`src/rtl/uart_tx.sv`:
```
// uart_tx: serial transmitter, 1 start bit, DATA_BITS data bits LSB first, STOP_BITS stop bits.
// Latency: the start bit is driven on the accepting edge; each later bit advances on a tick.
// Backpressure: ready is high only in IDLE; valid outside IDLE is dropped. Optional even parity: define UART_TX_PARITY_EN.
module uart_tx #(
  parameter int DATA_BITS = 8,
  parameter int STOP_BITS = 1
) (
  input  logic                 clk,
  input  logic                 rst,
  input  logic                 tick,
  input  logic [DATA_BITS-1:0] data,
  input  logic                 valid,
  output logic                 ready,
  output logic                 tick_en,
  output logic                 tick_clr,
  output logic                 tx,
  output logic                 busy,
  output logic                 done
);

  localparam int CNT_W  = $clog2(DATA_BITS + 1);
  localparam int STOP_W = (STOP_BITS > 1) ? $clog2(STOP_BITS) : 1;

  // Last data-bit count and last stop-period index, sized to their counters.
  localparam logic [CNT_W-1:0]  BIT_LAST  = CNT_W'(DATA_BITS);
  localparam logic [STOP_W-1:0] STOP_LAST = STOP_W'(STOP_BITS - 1);

  typedef enum logic [2:0] {
    IDLE   = 3'd0,
    START  = 3'd1,
    DATA   = 3'd2,
`ifdef UART_TX_PARITY_EN
    PARITY = 3'd3,
`endif
    STOP   = 3'd4
  } state_t;

  state_t               state;
  logic [DATA_BITS-1:0] shift_reg;
  logic [CNT_W-1:0]     bit_cnt;
  logic [STOP_W-1:0]    stop_cnt;
`ifdef UART_TX_PARITY_EN
  logic                 parity_bit;
`endif

  // Frame sequencer: every output is a register so the line never glitches.
  always_ff @(posedge clk or negedge rst) begin
    if (!rst) begin
      state      <= IDLE;
      shift_reg  <= '0;
      bit_cnt    <= '0;
      stop_cnt   <= '0;
      tx         <= 1'b1;
      ready      <= 1'b0;
      busy       <= 1'b0;
      done       <= 1'b0;
      tick_en    <= 1'b0;
      tick_clr   <= 1'b0;
`ifdef UART_TX_PARITY_EN
      parity_bit <= 1'b0;
`endif
    end else begin
      // Pulses default low; they are raised only on the edge that creates them.
      done     <= 1'b0;
      tick_clr <= 1'b0;
      case (state)
        IDLE: begin
          // ready rises on the first edge out of reset and stays up while idle.
          ready <= 1'b1;
          if (valid && ready) begin
            shift_reg  <= data;
            bit_cnt    <= '0;
            stop_cnt   <= '0;
            state      <= START;
            tx         <= 1'b0;
            busy       <= 1'b1;
            ready      <= 1'b0;
            tick_en    <= 1'b1;
            tick_clr   <= 1'b1;
`ifdef UART_TX_PARITY_EN
            parity_bit <= ^data;
`endif
          end
        end

        START: begin
          if (tick) begin
            state     <= DATA;
            tx        <= shift_reg[0];
            shift_reg <= shift_reg >> 1;
            bit_cnt   <= CNT_W'(1);
          end
        end

        DATA: begin
          if (tick) begin
            if (bit_cnt == BIT_LAST) begin
`ifdef UART_TX_PARITY_EN
              state <= PARITY;
              tx    <= parity_bit;
`else
              state <= STOP;
              tx    <= 1'b1;
`endif
            end else begin
              tx        <= shift_reg[0];
              shift_reg <= shift_reg >> 1;
              bit_cnt   <= bit_cnt + 1'b1;
            end
          end
        end

`ifdef UART_TX_PARITY_EN
        PARITY: begin
          if (tick) begin
            state <= STOP;
            tx    <= 1'b1;
          end
        end
`endif

        STOP: begin
          if (tick) begin
            if (stop_cnt == STOP_LAST) begin
              state    <= IDLE;
              ready    <= 1'b1;
              busy     <= 1'b0;
              done     <= 1'b1;
              tick_en  <= 1'b0;
              stop_cnt <= '0;
            end else begin
              stop_cnt <= stop_cnt + 1'b1;
            end
          end
        end

        default: begin
          // Unused encodings recover to a quiet idle line.
          state   <= IDLE;
          tx      <= 1'b1;
          busy    <= 1'b0;
          ready   <= 1'b0;
          tick_en <= 1'b0;
        end
      endcase
    end
  end

endmodule
```
`config.mk`:
```
export PLATFORM = sky130hd
export DESIGN_NAME = uart_tx
export DESIGN_NICKNAME = d
export VERILOG_FILES = /design/src/rtl/uart_tx.sv
export SDC_FILE = /design/constraint.sdc
export NUM_CORES = 1
export LEC_CHECK = 0
export ABC_AREA = 1
export CORE_ASPECT_RATIO = 1.1
export CORE_MARGIN = 2
export CORE_UTILIZATION = 47
export CTS_BUF_LIST = sky130_fd_sc_hd__clkbuf_16
export CTS_CLUSTER_DIAMETER = 30
export DETAILED_ROUTE_END_ITERATION = 10
export GPL_ROUTABILITY_DRIVEN = 0
export PLACE_DENSITY = 0.76
export SLEW_MARGIN = 10
export SYNTH_ARGS = -nofsm -noshare
export SYNTH_HDL_FRONTEND = slang
export SYNTH_SLANG_ARGS = --single-unit
```
`constraint.sdc`:
```
create_clock -name clk -period 1.3 [get_ports clk]
set_input_delay 0.195 -clock clk [delete_from_list [all_inputs] [get_ports clk]]
set_output_delay 0.195 -clock clk [all_outputs]
set_load 0.05 [all_outputs]
```
==> flow_metrics.py <==
metrics = {
    "worst_setup_path": {
        "timing.rr.start": "state[0]",
        "path_class": "reg -> reg",
        "end_kind": "register",
        "r2r_end": "state[2]",
        "worst-r2r-setup-slack_ns": -0.09,
        "crit_arrival_ns": 1.55,
        "rr_worst_depth": 6,
        "crit_fanout": 6,
        "required_ns": 1.45,
        "start_kind": "register",
    },
    "sta": {
        "relSlewSlack_pct": 81.88,
        "fmax_mhz": 717.4,
        "tightest_slew_ns": 0.2718,
        "fin_ws_ns": -0.09386,
        "slew_viol_final": 0,
        "hold_viol": 0,
        "fin_crit_sh_pct": 107.2,
        "whs_ns": 0.2916,
        "rsz0062_at_grt": "true",
        "fin_skew_ns": 0.003190,
        "setup_viol": 16,
        "post-route-min-period_ns": 1.394,
    },
    "synthesis": {
        "netlist_instances": 155,
        "synth_cell_types": 20,
        "syn-cell-area_sq_mm": 0.001125,
        "avgSynthCellArea_sq_um": 7.257,
        "synth_top_area_share_pct": 42.27,
        "yosysSeqAreaShare_pct": 44.61,
        "synth_nets": 169,
        "synth_area_leaders": "dfrtp_1 42%, nand2_1 24%, nor2_1 5.0%, inv_1 4.7%, nand3_1 4.0%",
        "yosysTopAreaCell": "dfrtp_1",
        "synth_warnings": 0,
        "yosys_register_bits": 20,
    },
    "layout": {
        "num_antenna_cells": 0,
        "fin_nets": 214,
        "layout_commonest_cell": "nand2_1",
        "drive_gt1_share_pct": 39.20,
        "fillers": 124,
        "fin_util_pct": 81.11,
        "mostFrequentLayoutCells": "58 x nand2_1, 21 x buf_4, 15 x dfrtp_1",
        "largest_reg_flops": 8,
        "regArea_sq_um": 506.7,
        "syn2layout_area_growth_pct": 62.40,
        "multi_input_area_sq_um": 700.7,
    },
    "drt": {
        "num_vias": 1169,
        "drc": 0,
        "drtIter0Drc": 19,
        "drtPass1Iterations": 4,
        "viasPerCell": 5.105,
        "wl_mm": 3.650,
        "wl_per_cell_microns": 15.94,
        "antenna_left": 0,
    },
    "floorplanning": {
        "design.portCount": 18,
        "dieArea_sq_mm": 0.002801,
        "die_x_microns": 50.65,
        "start_util_pct": 49.94,
        "die_y_microns": 55.31,
        "core_sq_mm": 0.002252,
        "placementRows": 18,
    },
    "pwr": {
        "vdd_drop_max_mv": 1.841,
        "p_leak_nw": 0.9293,
        "p_per_area_mw_per_mm2": 2559,
    },
    "job": {
        "maxCapViolCount": 0,
    },
    "global_route": {
        "grt_max_degree": 21,
        "grt_pass1_vias": 1226,
        "antenna_found_initial": 0,
        "grt_overflow": 0,
        "grt_pass1_wl_mm": 5.237,
        "grt.total_usage_pct": 25.07,
    },
    "hold_path": {
        "hp-class": "in -> async",
    },
    "clock_network": {
        "cts_tree": "yes",
        "clk_pin_slew_ns": 0.05,
        "cts_made_buffers": 3,
        "clock-sinks": 20,
        "clock_latency_ns": 0.26,
        "cts_buffer_depth": 2,
        "cts-root-buf": "clkbuf_16",
        "ctsHtreeMaxLevel": 1,
    },
    "outcome": {
        "violations": "setup timing",
        "status": "finished, violations left",
    },
    "placed_design": {
        "port_buffers": 17,
        "hpwl_mm": 1.911,
    },
}
==> cells in the mapped netlist (all sizes together) <==
library cell / number
dfrtp: 19
nand3: 13
nand2: 73
nand4: 1
ha: 2
buf: 5
nand3b: 1
a21oi: 3
inv: 15
xor2: 1
o21ai: 4
xnor2: 1
nor2: 16
dfstp: 1
==> layout make-up <==
type | instances | share of cell area, %
multi-input cells | 117 | 38.36
clock inverters | 1 | 0.2055
flip-flops and latches | 20 | 27.74
well taps | 30 | 2.055
clock buffers | 3 | 4.110
repair buffers | 43 | 24.32
inverters | 15 | 3.219
==> where the power goes <==
group	switching, W	total, W	internal (W)
combinational	0.00166	0.00288	0.00122
clock	0.000228	0.000638	0.000410
sequential	0.000277	0.00115	0.000875
==> layer usage <==
metal / wire length [microns] / part of all wire [%] / up-vias / global-route usage, %
li1: - / - / 560 / -
met1: 1499 / 41 / 566 / 27.22
met2: 1959 / 54 / 36 / 44.17
met3: 107 / 2.9 / 7 / 4.324
met4: 85 / 2.3 / 0 / 15.44
met5: 0 / 0 / - / 0
==> kinds of logic (layout without fill, tap and decap cells) <==
group	Yosys count	after routing	share of synthesized area, %
and+or+nand+nor	104	106	39.16
xor gates and xnor gates	2	2	1.558
AOI/OAI and AO/OA	7	7	3.113
DFF	20	20	44.61
adders and majority gates	2	2	2.224
buffers and inverters	20	62	9.343
==> how the worst max path moves through the flow <==
stage / startpoint / to / slack [ns] / depth (start not counted)
6_report: state[0] / state[2] / -0.09 / 6
5_1_grt: state[0] / shift_reg[2] / -0.17 / 7
4_1_cts: bit_cnt[1] / shift_reg[2] / -0.02 / 9
3_5_place_dp: tick / shift_reg[5] / -0.32 / 8
3_3_place_gp: tick / shift_reg[6] / -0.27 / 8
2_1_floorplan: bit_cnt[0] / bit_cnt[2] / 0.007 / 9
==> repair_timing <==
| action | CTS | global route |
|---|---|---|
| setup buffers | 3 | 3 |
| resized for setup | 25 | 30 |
| pin swaps | 6 | 21 |
| setup endpoints to repair | 16 | 17 |
| hold buffers | 0 | 0 |
| cloned | 2 | 0 |
==> worst max-delay path, stage by stage, from the launching register on <==
cell     delay (ns)
dfrtp_2        0.50
inv_2          0.09
nand2_2        0.06
nor2_4         0.17
nand2_2        0.11
buf_4          0.15
a21oi_1        0.21
==> through the flow <==
stage | power (W) | std cells | TNS (ns) | cell area [sq um] | setup WS (ns)
2_1_floorplan | 0.002492 | 155 | 0 | 1131 | 0.006812
4_1_cts | 0.004217 | 226 | -0.09385 | 1697 | -0.01964
3_3_place_gp | 0.003261 | 218 | -3.303 | 1520 | -0.2725
5_1_grt | 0.004973 | 229 | -2.340 | 1827 | -0.1748
3_5_place_dp | 0.003344 | 218 | -3.963 | 1520 | -0.3186
6_report | 0.004674 | 229 | -1.174 | 1827 | -0.09386
Power figures use the tool's default switching activity.
